--- src/rtl/mips_pkg.sv ---
`default_nettype none
// ============================================================================
//  Package     : mips_pkg
//  Description : Opcode constants, fetch-state encoding and fetch defaults
//                shared by the single-cycle MIPS front end.
//  Revision    : 1.0
// ============================================================================
package mips_pkg;

    localparam logic [5:0] OP_RTYPE = 6'h00;
    localparam logic [5:0] OP_LW    = 6'h23;
    localparam logic [5:0] OP_SW    = 6'h2B;
    localparam logic [5:0] OP_BEQ   = 6'h04;
    localparam logic [5:0] OP_J     = 6'h02;

    localparam logic [31:0] RESET_PC_DEFAULT = 32'h0000_0000;

    typedef enum logic [0:0] {
        FETCH = 1'b0,
        ISSUE = 1'b1
    } fetch_state_t;

    // Branch displacement: sign-extended word offset turned into a byte offset.
    function automatic logic [31:0] branch_offset(input logic [15:0] imm);
        return {{14{imm[15]}}, imm, 2'b00};
    endfunction

endpackage : mips_pkg
`default_nettype wire

--- src/rtl/next_pc_logic.sv ---
`default_nettype none
// ============================================================================
//  Module      : next_pc_logic
//  Description : Combinational next-PC selection (jump > taken branch > +4).
//  Revision    : 1.0
// ============================================================================
module next_pc_logic
    import mips_pkg::*;
(
    input  logic [31:0] pc_plus4,
    input  logic [31:0] instr,
    input  logic        Branch,
    input  logic        Jump,
    input  logic        Zero,
    output logic [31:0] next_pc
);

    logic [31:0] w_jump_target;
    logic [31:0] w_branch_target;
    logic        w_unused_op;

    // The opcode field plays no part in target arithmetic.
    assign w_unused_op     = &{1'b0, instr[31:26]};
    assign w_jump_target   = {pc_plus4[31:28], instr[25:0], 2'b00};
    assign w_branch_target = pc_plus4 + branch_offset(instr[15:0]);

    always_comb begin
        next_pc = pc_plus4;
        if (Jump) begin
            next_pc = w_jump_target;
        end else if (Branch && Zero) begin
            next_pc = w_branch_target;
        end
    end

endmodule : next_pc_logic
`default_nettype wire

--- src/rtl/fetch_sequencer.sv ---
`default_nettype none
// ============================================================================
//  Module      : fetch_sequencer
//  Description : Instruction fetch / PC sequencing front end with a
//                valid/ready hold toward the datapath.
//  Revision    : 1.0
// ============================================================================
module fetch_sequencer
    import mips_pkg::*;
#(
    parameter logic [31:0] RESET_PC = RESET_PC_DEFAULT,
    parameter int          COUNT_W  = 32
) (
    input  logic               clk,
    input  logic               reset,
    output logic               imem_req,
    output logic [31:0]        imem_addr,
    input  logic               imem_valid,
    input  logic [31:0]        imem_rdata,
    output logic [31:0]        instr,
    output logic [5:0]         Op,
    output logic               instr_valid,
    input  logic               instr_ready,
    input  logic               Branch,
    input  logic               Jump,
    input  logic               Zero,
    output logic [31:0]        pc,
    output logic [31:0]        pc_plus4,
    output logic [COUNT_W-1:0] issue_count
);

    localparam logic [31:0] C_RESET_PC_ALIGNED = {RESET_PC[31:2], 2'b00};

    fetch_state_t       r_state;
    fetch_state_t       w_state_next;
    logic [31:0]        r_pc;
    logic [31:0]        r_instr;
    logic [COUNT_W-1:0] r_issue_count;
    logic [31:0]        w_next_pc;
    logic               w_req;
    logic               w_valid;
    logic               w_capture;
    logic               w_accept;

    // ------------------------------------------------------------------
    // State register
    // ------------------------------------------------------------------
    always_ff @(posedge clk) begin
        if (reset) begin
            r_state <= FETCH;
        end else begin
            r_state <= w_state_next;
        end
    end

    // ------------------------------------------------------------------
    // Next-state logic
    // ------------------------------------------------------------------
    always_comb begin
        w_state_next = r_state;
        case (r_state)
            FETCH:   if (imem_valid)  w_state_next = ISSUE;
            ISSUE:   if (instr_ready) w_state_next = FETCH;
            default: w_state_next = FETCH;
        endcase
    end

    // ------------------------------------------------------------------
    // Output logic
    // ------------------------------------------------------------------
    always_comb begin
        w_req   = 1'b0;
        w_valid = 1'b0;
        case (r_state)
            // The request is masked while reset is held so nothing is
            // requested during the reset cycle itself.
            FETCH:   w_req   = ~reset;
            ISSUE:   w_valid = 1'b1;
            default: begin
                w_req   = 1'b0;
                w_valid = 1'b0;
            end
        endcase
    end

    assign w_capture = (r_state == FETCH) && imem_valid;
    assign w_accept  = w_valid && instr_ready;

    // ------------------------------------------------------------------
    // Datapath registers
    // ------------------------------------------------------------------
    always_ff @(posedge clk) begin
        if (reset) begin
            r_pc          <= C_RESET_PC_ALIGNED;
            r_instr       <= 32'h0000_0000;
            r_issue_count <= '0;
        end else begin
            if (w_capture) begin
                r_instr <= imem_rdata;
            end
            if (w_accept) begin
                r_pc          <= w_next_pc;
                r_issue_count <= r_issue_count + COUNT_W'(1);
            end
        end
    end

    next_pc_logic u_next_pc (
        .pc_plus4 (pc_plus4),
        .instr    (r_instr),
        .Branch   (Branch),
        .Jump     (Jump),
        .Zero     (Zero),
        .next_pc  (w_next_pc)
    );

    assign imem_req    = w_req;
    assign imem_addr   = {r_pc[31:2], 2'b00};
    assign instr       = r_instr;
    assign Op          = r_instr[31:26];
    assign instr_valid = w_valid;
    assign pc          = r_pc;
    assign pc_plus4    = r_pc + 32'd4;
    assign issue_count = r_issue_count;

endmodule : fetch_sequencer
`default_nettype wire

--- config.mk ---
export PLATFORM = sky130hd
export DESIGN_NAME = fetch_sequencer
export DESIGN_NICKNAME = d
export VERILOG_FILES = /design/src/rtl/mips_pkg.sv /design/src/rtl/next_pc_logic.sv /design/src/rtl/fetch_sequencer.sv
export SDC_FILE = /design/constraint.sdc
export NUM_CORES = 1
export LEC_CHECK = 0
export BUFFER_PORTS_ARGS = -buffer_cell sky130_fd_sc_hd__buf_2
export CELL_PAD_IN_SITES_DETAIL_PLACEMENT = 1
export CELL_PAD_IN_SITES_GLOBAL_PLACEMENT = 1
export CORE_ASPECT_RATIO = 0.9
export CORE_MARGIN = 2
export CORE_UTILIZATION = 40
export CTS_CLUSTER_DIAMETER = 30
export DETAILED_ROUTE_END_ITERATION = 10
export GPL_TIMING_DRIVEN = 0
export HOLD_SLACK_MARGIN = 0.06
export PLACE_DENSITY_LB_ADDON = 0.1
export SLEW_MARGIN = 5
export SYNTH_ARGS = -nofsm -noshare
export SYNTH_HDL_FRONTEND = slang
export SYNTH_SLANG_ARGS = --single-unit
--- constraint.sdc ---
create_clock -name clk -period 12 [get_ports clk]
set_input_delay 1.8 -clock clk [delete_from_list [all_inputs] [get_ports clk]]
set_output_delay 1.8 -clock clk [all_outputs]
set_load 0.02 [all_outputs]
# After elaboration in Yosys (flattened, before gate mapping)
# Index checks and enable logic that the tools add are counted.
dict set report totals {
  regBits 97
  in_bits 39
  out_inout_bits 168
  elab_cells 19
}
dict set report op_classes {
  add_sub_neg 3
  n_mux 7
  n_bitwise 2
  reduce_logical 3
}
# operator count
set op_table {}
lappend op_table {{32-bit two-way mux} 2}
lappend op_table {{32-bit by 1-bit adder with 32-bit output (second input constant)} 1}
lappend op_table {{32-bit by 3-bit adder with 32-bit output (second input constant)} 1}
lappend op_table {{32-bit adder} 1}
lappend op_table {{1-bit two-way mux} 4}
lappend op_table {{1-bit logical AND} 3}
lappend op_table {{1-bit inverter} 2}
lappend op_table {{1-bit case mux with 2 select lines} 1}

# Depth between registers and ports, before layout
dict set report depth {
  word_depth 4
  ltp_mapped 18
  mapped_depth_nobuf 17
}

# Modules after synthesis
# A second synthesis with hierarchy kept.
dict set report hier_totals {
  cells_unflattened 915
  area_unflattened_um2 6799.0
}
# mod n_inst cells_each area_per_inst_um2
set modules_own_cells {}
lappend modules_own_cells {fetch_sequencer 1 591 4659.5}
lappend modules_own_cells {next_pc_logic 1 324 2139.6}

# Least setup slack after synthesis
# No wires, ideal clock.
dict set report synth_path {
  path_kind {input port to output port}
  from {in reset}
  to {out imem_req}
  t_arrival_ns 2.596
  required_time_ns 10.200
  path_slack_ns 7.604
  path_stages 4
  path_buffers 3
  path_cell_list {buf_6 clkbuf_1 buf_1 nor2_1}
}
dict set report synth_via {
  elab_chain_cells 2
}
# item line
set synth_lines {}
lappend synth_lines {{from (decl)} fetch_sequencer.sv:15} ;# input logic reset,
lappend synth_lines {{1-bit inverter} fetch_sequencer.sv:77} ;# FETCH: w_req = ~reset;
lappend synth_lines {{1-bit two-way mux} fetch_sequencer.sv:74} ;# case (r_state)
lappend synth_lines {{to (decl)} fetch_sequencer.sv:16} ;# output logic imem_req,
# Every way passes these cells.

# Worst setup path after layout
dict set report layout_path {
  from {reg r_pc[4] (netlist: pc[4])}
  to {out pc_plus4[25]}
}
dict set report layout_via {
  elab_chain_cells 1
}
# item line
set layout_lines {}
lappend layout_lines {{from (decl)} fetch_sequencer.sv:36} ;# logic [31:0] r_pc;
lappend layout_lines {{from (signal assigned)} fetch_sequencer.sv:102} ;# r_pc <= w_next_pc;
lappend layout_lines {{32-bit by 3-bit adder with 32-bit output} fetch_sequencer.sv:123} ;# assign pc_plus4 = r_pc + 32'd4;
lappend layout_lines {{to (decl)} fetch_sequencer.sv:28} ;# output logic [31:0] pc_plus4,
# Every way passes these cells.

==> flow_summary.json <==
{
  "ys_seq_area_frac": 0.292,
  "clock_skew_ps": 6.80,
  "power_leakage_nw": 3.87,
  "hold_viol_final": 0,
  "chipWidth_um": 138,
  "slew-limit-headroom": 0.298,
  "die_area_um2": 17300,
  "fin_crit_ps": 5140,
  "cts_buffer_depth": 2,
  "setup_viol": 0,
  "fmax_mhz": 195,
  "crit_family": "simple AND/OR/NAND/NOR gates",
  "post_drt_wl_per_cell_um": 18.1,
  "num_vias": 6972,
  "path_cells": "and4_1 -> and4_1 -> nand3_1 -> or2_1 -> clkbuf_1 -> nor2_2 -> nand2_1 -> xnor2_1 -> buf_2",
  "switching_share": 0.319,
  "cts_tree": "done",
  "drv_cap": 0,
  "drive_above_1_share": 0.248,
  "cts_buffers": 9,
  "cp_num_buf_inv": 2,
  "fillers": 2121,
  "final_antenna_net_count": 0,
  "grt_start_max_net_pins": 25,
  "vdd.ir_drop.worst_mv": 0.0864,
  "antenna_found_initial": 1,
  "synth_fa_ha_area_frac": 0.0742,
  "cp_common_cell": "and4_1",
  "clk_pin_slew_ps": 70,
  "multi_input_area_um2": 4050,
  "endpoint_kind": "primary output",
  "cts_hold_buffers": 0,
  "layout_common_cells": "200 x buf_2, 140 x nand2_1, 99 x nor2_1",
  "core_area_um2": 16000,
  "min_period_over_period": 0.428,
  "htreeDepth": 3,
  "synth_compound_area_frac": 0.190,
  "pre_cts_slack_ps": 7130,
  "place_congestion": 0.888,
  "port_buffers": 199,
  "hold_class": "reg -> reg",
  "stdcell_area_um2": 8090,
  "combPwrFrac": 0.190,
  "clock_latency_ps": 360,
  "wl_um": 23500,
  "final_common_cell": "buf_2",
  "rows": 44,
  "synth_top_family_by_area": "simple AND/OR/NAND/NOR gates",
  "nNetsFinal": 1160,
  "finalCoreUtilization": 0.505,
  "async_reset_ff_frac": 0,
  "setup_tns_ps": 0,
  "grt-ovfl-total": 0,
  "cts_resized": 0,
  "slowest_stage": "dfxtp_1",
  "ioPinCount": 207,
  "cp-start-kind": "flop",
  "seqCellArea_um2": 1900,
  "max_stage_delay_ps": 530,
  "crit_fanout": 8,
  "synth_warnings": 0,
  "track_usage": 0.266,
  "synth_xor_xnor_area_share": 0.105,
  "areaGrowthSynthToFinish_pct": 24.3,
  "whs_ps": 473,
  "drtIter0Drc": 366,
  "yosys_register_bits": 95,
  "synth.area.mux_share": 0.00788,
  "netlist-cell-type-count": 62,
  "grt_pass1_vias": 7005,
  "placed_cell_area_um2": 7780,
  "arrival_ps": 3340,
  "reg2reg_slack_ps": 7050,
  "crit_type": "reg -> out",
  "finalWorstSetupSlack_ps": 6860,
  "synth_simple_gate_area_frac": 0.241,
  "via_per_inst": 5.38,
  "initial_utilization": 0.406,
  "drv_slew": 0,
  "syn_area_um2": 6510,
  "clockRootBuffer": "clkbuf_16",
  "pwr-share-seq": 0.425,
  "die_h_um": 125,
  "worstPathRequired_ps": 10200,
  "remaining_drc_errors": 0,
  "grt_setup_unrepaired": "false",
  "syn_area_per_cell_um2": 7.50,
  "cts.sinks": 95,
  "clkPwrFrac": 0.384,
  "drtPass1Iterations": 5,
  "synth_edf_count": 0,
  "hpwl_um": 17800,
  "syn_inst": 868,
  "post-cts-setup-buffer-count": 0,
  "tightestPinTransition_ps": 1050,
  "p_int_mw": 0.544,
  "status": "finished, final reports clean",
  "synth_flop_cell": "dfxtp_1",
  "p_sw_mw": 0.255,
  "p_per_area_nw_per_um2": 98.9,
  "grt_pass1_wl_um": 37300
}
[power by group through the flow]
stage                     Sequential [mW]  Clock, mW  Combinational (mW)
after floorplan                     0.356          0              0.0882
after global placement              0.347          0               0.148
after detailed placement            0.348          0               0.151
after CTS                           0.340      0.311               0.152
after global routing                0.342      0.322               0.165
final                               0.340      0.307               0.152
[synthesized netlist by cell type, drive strengths merged, types with 7 or more instances]
cell type,count,share of area
a31oi,7,0.0067
and3,16,0.015
dfxtp,95,0.29
o211ai,19,0.023
buf,51,0.058
clkbuf,38,0.022
ha,37,0.071
nand2,140,0.081
a21o,16,0.019
nor3,11,0.0085
xor2,35,0.047
a21oi,82,0.064
nor2,100,0.058
nand4,14,0.013
nand2b,8,0.0077
o21ai,24,0.018
nand3,33,0.025
a211oi,13,0.015
or3,9,0.0086
inv,15,0.0086
xnor2,42,0.058
[worst register-to-register path, stage by stage (launching register included)]
cell	delay [ps]
dfxtp_1	530
and4_1	340
and4_1	290
nand3_1	280
or2_1	310
clkbuf_1	200
nor2_2	270
nand2_1	100
xnor2_1	410
ha_1	380
nand4_1	170
nor2_1	60
a32o_1	270
nor2_1	180
a41o_1	260
mux2i_1	230
mux2i_1	230
mux2_1	330
[through the flow]
| step | total power, mW | cells |
|---|---|---|
| global placement | 0.495 | 1279 |
| floorplan | 0.444 | 873 |
| detailed placement | 0.498 | 1279 |
| CTS | 0.803 | 1295 |
| global route | 0.829 | 1296 |
| finish | 0.800 | 1296 |
[cells by family (layout without fill, tap and decap cells)]
| kind of cell | count (synthesis) | count (layout) |
|---|---|---|
| buffers and inverters | 105 | 320 |
| DFF | 95 | 95 |
| and+or+nand+nor | 352 | 352 |
| muxes | 5 | 5 |
| AOI/OAI and AO/OA | 195 | 195 |
| other | 1 | 7 |
| xor gates and xnor gates | 77 | 77 |
| adders and majority gates | 38 | 38 |
[state kept, by name (all words and copies together), names as in the netlist]
signal       flops
issue_count     32
r_state          1
instr           32
pc              30
[layout make-up]
type | instances | share of cell area
flip-flops and latches | 95 | 0.235
multi-input cells | 673 | 0.500
well taps | 207 | 0.0320
clock buffers | 10 | 0.0283
repair buffers | 199 | 0.123
plain buffers | 89 | 0.0642
inverters | 16 | 0.00742
clock inverters | 6 | 0.00943
diodes | 1 | 0.000309
[per-layer routing]
metal | wire [um] | up-vias | GRT usage
li1 | - | 3392 | -
met1 | 10800 | 3331 | 0.352
met2 | 10900 | 222 | 0.446
met3 | 1360 | 27 | 0.0456
met4 | 425 | 0 | 0.0816
met5 | 0 | - | 0
[final timing paths]
path	to	cells after the start	start
worst min register to register	instr[18]	2	instr[18]
worst min-delay path	instr[18]	2	instr[18]
worst max-delay path	pc_plus4[25]	9	pc[4]
worst max register to register	pc[31]	17	pc[4]
(Power assumes the default switching activity.)
